<file path="src/rtl/ixc_sample_hist.sv">
// rtl/ixc_sample_hist.sv - probe sampler with circular trigger history streamed oldest-first
module ixc_sample_hist #(
    parameter int WIDTH = 1,
    parameter int DEPTH = 8,
    parameter int POST  = 4
) (
    input  logic             fclk,
    input  logic             rst,
    input  logic [WIDTH-1:0] v,
    output logic [WIDTH-1:0] ov,
    output logic             chg,
    input  logic             smp_en,
    input  logic             arm,
    input  logic             trig,
    output logic [1:0]       state,
    output logic             rd_valid,
    input  logic             rd_ready,
    output logic [WIDTH-1:0] rd_data,
    output logic             rd_last
);
    localparam int AW = $clog2(DEPTH);
    localparam int FW = $clog2(DEPTH + 1);

    typedef enum logic [1:0] {
        S_IDLE  = 2'd0,
        S_ARMED = 2'd1,
        S_POST  = 2'd2,
        S_DONE  = 2'd3
    } state_t;

    state_t           cur;
    state_t           nxt;
    logic [WIDTH-1:0] mem [DEPTH];
    logic [AW-1:0]    wptr;
    logic [AW-1:0]    rd_ptr;
    logic [FW-1:0]    fill;
    logic [FW-1:0]    remaining;
    logic [FW-1:0]    pcnt;
    logic             loaded;
    logic             wr_en;
    logic             clr;
    logic             load;
    logic             xfer;

    assign state    = cur;
    // The first DONE cycle only loads the read pointer, so rd_valid lags DONE by one cycle.
    assign rd_valid = (cur == S_DONE) && loaded && (remaining != '0);
    assign rd_last  = rd_valid && (remaining == FW'(1));
    assign rd_data  = mem[rd_ptr];
    assign xfer     = rd_valid && rd_ready;

    always_comb begin
        nxt   = cur;
        wr_en = 1'b0;
        clr   = 1'b0;
        load  = 1'b0;
        case (cur)
            S_IDLE: begin
                if (arm) begin
                    nxt = S_ARMED;
                    clr = 1'b1;
                end
            end
            S_ARMED: begin
                wr_en = smp_en;
                if (trig) nxt = (POST == 0) ? S_DONE : S_POST;
            end
            S_POST: begin
                wr_en = smp_en;
                if (smp_en && pcnt == FW'(1)) nxt = S_DONE;
            end
            S_DONE: begin
                // arm takes priority over a simultaneous final transfer
                if (arm) begin
                    nxt = S_ARMED;
                    clr = 1'b1;
                end else if (!loaded) begin
                    load = 1'b1;
                    if (fill == '0) nxt = S_IDLE;
                end else if (xfer && rd_last) begin
                    nxt = S_IDLE;
                end
            end
            default: nxt = S_IDLE;
        endcase
    end

    always_ff @(posedge fclk or posedge rst) begin
        if (rst) cur <= S_IDLE;
        else     cur <= nxt;
    end

    always_ff @(posedge fclk or posedge rst) begin
        if (rst) begin
            ov        <= '0;
            chg       <= 1'b0;
            wptr      <= '0;
            fill      <= '0;
            pcnt      <= '0;
            rd_ptr    <= '0;
            remaining <= '0;
            loaded    <= 1'b0;
        end else begin
            ov  <= v;
            chg <= (v != ov);
            if (clr) begin
                wptr <= '0;
                fill <= '0;
            end else if (wr_en) begin
                wptr <= wptr + 1'b1;
                if (fill != FW'(DEPTH)) fill <= fill + 1'b1;
            end
            if (cur == S_ARMED && trig)      pcnt <= FW'(POST);
            else if (cur == S_POST && smp_en) pcnt <= pcnt - 1'b1;
            loaded <= (cur == S_DONE) && (nxt == S_DONE);
            // A full buffer gives fill[AW-1:0] == 0, so the oldest entry is at wptr.
            if (load) begin
                rd_ptr    <= wptr - fill[AW-1:0];
                remaining <= fill;
            end else if (xfer) begin
                rd_ptr    <= rd_ptr + 1'b1;
                remaining <= remaining - 1'b1;
            end
        end
    end

    always_ff @(posedge fclk) begin
        if (wr_en) mem[wptr] <= v;
    end
endmodule

</file>
<file path="config.mk">
export PLATFORM = sky130hd
export DESIGN_NAME = ixc_sample_hist
export DESIGN_NICKNAME = d
export VERILOG_FILES = /design/src/rtl/ixc_sample_hist.sv
export SDC_FILE = /design/constraint.sdc
export NUM_CORES = 1
export LEC_CHECK = 0
export CORE_UTILIZATION = 35
export DETAILED_ROUTE_END_ITERATION = 8
export SETUP_SLACK_MARGIN = 0.05
export SLEW_MARGIN = 20
export SYNTH_ARGS = -nofsm -noshare
export SYNTH_HDL_FRONTEND = slang
export SYNTH_SLANG_ARGS = --single-unit
</file>
<file path="constraint.sdc">
create_clock -name fclk -period 3.4 [get_ports fclk]
set_input_delay 0.51 -clock fclk [delete_from_list [all_inputs] [get_ports fclk]]
set_output_delay 0.51 -clock fclk [all_outputs]
set_load 0.05 [all_outputs]
</file>
Word level (Yosys, flattened, before mapping)
Memories as Yosys holds them, arrays and structs flattened.
Cells that the tools add are included.
{"block": "word_totals", "n_memories": 1, "reg_bits": 23, "ramBits": 8, "out_inout_bits": 7, "inputBits": 7, "word_cells": 70}
{"memory": "mem", "words": 8, "width": 1, "rd": 1, "rd_ports_with_merged_regs": 0, "write_ports": 1, "line_no": "33", "source": "logic [WIDTH-1:0] mem [DEPTH];"}
{"block": "op_classes", "add_sub_neg": 6, "muxes": 27, "n_reduce_logical": 19, "eq_ne": 8}
{"operator": "2-to-1 mux 4 bit", "n": 7}
{"operator": "2-to-1 mux 2 bit", "n": 7}
{"operator": "2-to-1 mux 3 bit", "n": 4}
{"operator": "logical AND 1 bit", "n": 9}
{"operator": "== test 4 x 1 -> 1 bit, second input constant", "n": 2}
{"operator": "2-to-1 mux 1 bit", "n": 8}
{"operator": "case mux 2 bit (4 select lines)", "n": 1}
{"operator": "nonzero test 2 bit", "n": 4}
{"operator": "subtractor 4 x 1 -> 4 bit, second input constant", "n": 2}
{"operator": "adder 3 x 1 -> 3 bit, second input constant", "n": 2}
{"operator": "== test 2 bit, second input constant", "n": 3}
{"operator": "adder 4 x 1 -> 4 bit, second input constant", "n": 1}
{"operator": "zero test 4 bit", "n": 1}
{"operator": "!= test 4 bit, second input constant", "n": 1}
{"operator": "nonzero test 4 bit", "n": 1}
{"operator": "OR reduction 2 bit", "n": 2}
{"operator": "subtractor 3 bit", "n": 1}
{"operator": "== test 2 x 1 -> 1 bit, second input constant", "n": 1}
{"operator": "zero test 2 bit", "n": 1}
{"operator": "AND reduction 2 bit", "n": 1}
{"operator": "!= test 1 bit", "n": 1}

Depth between registers and ports, before layout
{"block": "logic_depth", "ltp_word": 11, "depth_mapped": 7, "ltp_nobuf": 7}

Worst setup path after synthesis
OpenSTA, ideal clock, no wires.
{"block": "synth_path", "kind": "register to output", "startpoint": "register cur[0], in the netlist state[0]", "endpoint": "output port rd_last", "path_buffers": 0, "t_arrival_ns": 2.613, "stages_incl_launch_ff": 4, "slack_ns": 0.277, "required_time_ns": 2.890, "cell_sequence": "dfrtp_1 -> ha_1 -> nand2_1 -> nor4_1"}
{"block": "synth_via", "elab_chain_cells": 4}
{"element": "from (decl)", "line_no": "31", "source": "state_t cur;"}
{"element": "from (signal assigned)", "line_no": "90", "source": "else cur <= nxt;"}
{"element": "== test 2 bit", "line_no": "47", "source": "assign rd_valid = (cur == S_DONE) && loaded && (remaining != '0);"}
{"element": "logical AND 1 bit (2 in a row)", "line_no": "47"}
{"element": "logical AND 1 bit", "line_no": "48", "source": "assign rd_last = rd_valid && (remaining == FW'(1));"}
{"element": "to (decl)", "line_no": "19", "source": "output logic rd_last"}
Every way passes these cells.

Final worst setup path
Same ends and word-level chain as after synthesis.

==> results.cfg <==
[timing]
fin_crit_sh = 0.809
fmax_mhz = 364
tightest_slew_ns = 0.923
drv_slew = 0
period_needed_ns = 2.75
slew_headroom = 0.384
setup_tns_ns = 0
skew_ns = 0.00585
rsz0062_at_grt = false
setup_violations = 0
finalHoldViolCount = 0
whs_ns = 0.465

[hold_path]
holdCritPathClass = register to register

[route]
ant_nets = 0
routedWlPerCell_microns = 13.0
first_pass_iters = 4
remaining_drc_errors = 0
finalWirelength_microns = 3300
vias = 1218
drt_iter0_markers = 73
vias_per_cell = 4.80

[die]
rows = 25
die_y_microns = 73.3
die_area_sq_mm = 0.00538
num_io_pins = 14
coreArea_sq_mm = 0.00482
die_w_microns = 73.3
start_util = 0.370

[global_route]
grt_pass1_vias = 1141
grt.met2_usage = 0.202
grt_usage = 0.134
grt_pass1_wl_microns = 5380
antenna_found_initial = 0
gr-usage-met3 = 0.0357
top_usage_layer = met2
grt_max_degree = 24
grt-ovfl-total = 0
grt_use_met1 = 0.178

[clock_network]
cts_hold_buf = 0
cts_setup_buffers = 0
cts_htree_levels = 2
cts.sinks = 31
root_buffer = clkbuf_8
tritoncts = done
cts_buffer_depth = 2
clock_latency_ns = 0.28
clk_pin_slew_ns = 0.07
cts_buffers = 5
post_cts_resized = 0

[synthesis]
ys_types = 39
yosysMostFrequentCell = dfrtp_1
synthArstFlopShare = 0.742
synthTopCellsByCount = dfrtp_1, nand2_1, inv_1
syn_nets = 191
synth_top_area_share = 0.323
syn_area_per_cell_sq_um = 10.5
yosysWarnings = 0
syn_inst = 170
syn_area_sq_mm = 0.00178
ys_seq_elements = 31
yosys_most_used_dff = dfrtp_1
synth_edf_count = 8
synth_area_leaders = dfrtp_1, edfxtp_1, ha_1
synth-seq-area-share = 0.458
synth_area_leader_cell = dfrtp_1

[power_and_ir_drop]
powerDensity_mw_per_mm2 = 784
power_leakage_uw = 0.000809
peakVddDrop_uv = 241

[final_layout]
final_core_util = 0.430
nNetsFinal = 207
layout-drive-gt1-share = 0.0802
num_antenna_cells = 0
area_delta_synth_final_pct = 16.3

[status]
outcome = finished, final reports clean

[placed_design]
dp_hpwl_microns = 2370
port_buffers = 13
gp_congestion = 0.745

[critical_path]
max_stage_delay_ns = 0.84
path_max_fanout = 9
crit_chain = ha_1 > nand2_1 > nor4_1 > clkdlybuf4s50_1
worstPathRequired_ns = 2.89
worst_ep_arrival_time_ns = 2.24
crit_type = register to output port
end_kind = output port
critPathLaunchType = register
cpMaxStageDelayCell = clkdlybuf4s50_1

[flow_run]
cap_violations = 0
[worst max-delay path: cells and delay by family (launching register included)]
| family | cells | cell delay [ns] |
|---|---|---|
| buffers and inverters | 1 | 0.84 |
| DFF | 1 | 0.50 |
| and+or+nand+nor | 2 | 0.32 |
| adders and majority gates | 1 | 0.30 |
[flip-flops by register name (all words and copies together) (netlist names)]
name / cells
remaining: 4
state: 2
rd_ptr: 3
wptr: 3
ov: 1
pcnt: 4
loaded: 1
fill: 4
mem: 8
chg: 1
[cell usage in the layout, fill, tap and decap left out, types with 4 or more instances in the layout]
master	synthesis	layout
xnor2_1	11	11
a21oi_1	8	8
clkdlybuf4s50_1	0	13
nand3_1	4	4
edfxtp_1	8	8
nand2_1	17	17
nor2_1	10	10
clkbuf_8	0	6
inv_1	14	14
a211oi_1	4	4
ha_1	13	13
mux2i_1	6	6
o21ai_1	6	6
nor3_1	5	5
dfrtp_1	23	23
[path summary, 6_finish.rpt]
path | slack (ns) | to | cells after the start | from
max in group asynchronous | 2.10 | remaining[3]$_DFFE_PP0P_ | 2 | rst
min in group asynchronous | 0.73 | fill[2]$_DFFE_PP0P_ | 2 | rst
max | 0.65 | rd_last | 4 | state[0]$_DFF_PP0_
min reg2reg | 0.46 | chg$_DFF_PP0_ | 1 | ov$_DFF_PP0_
max reg2reg | 1.44 | mem[0]$_DFFE_PP_ | 4 | state[0]$_DFF_PP0_
min | 0.46 | chg$_DFF_PP0_ | 1 | ov$_DFF_PP0_
[where the power goes]
part           total (uW)  switching (uW)  leakage (uW)  internal, uW
clock network         297             134     0.0000482           163
logic                 729             415      0.000391           314
registers             598             119      0.000370           479
[kinds of logic (layout without fill, tap and decap cells)]
| kind of cell | after synthesis | after routing | synth area share |
|---|---|---|---|
| flops | 31 | 31 | 0.458 |
| compound gates | 29 | 29 | 0.108 |
| xor+xnor | 14 | 14 | 0.0689 |
| fa+ha+maj | 14 | 14 | 0.103 |
| mux | 10 | 10 | 0.0717 |
| buf+inv | 19 | 36 | 0.0422 |
| simple gates | 53 | 53 | 0.149 |
[layer usage]
layer,up-vias,wire length [microns]
met5,-,0
met4,0,68
met1,569,1650
met3,7,80
li1,629,-
met2,13,1500
[through the flow]
step                      setup WS, ns  instances  instance area [sq um]  total power, uW
after CTS                        0.647        254                   2070             1640
final                            0.651        254                   2070             1620
after global routing             0.555        254                   2070             1750
after floorplan                  0.277        170                   1780             1160
after detailed placement         0.959        246                   1980             1330
after global placement           0.987        246                   1980             1330
[area by class of cell]
type	count	area (sq um)
inverters	14	52.6
well taps	67	83.8
clock inverters	1	5.00
clock buffers	7	86.3
multi-input cells	120	890
fillers	492	2750
flip-flops and latches	31	816
repair buffers	14	138
(Power assumes the default switching activity.)
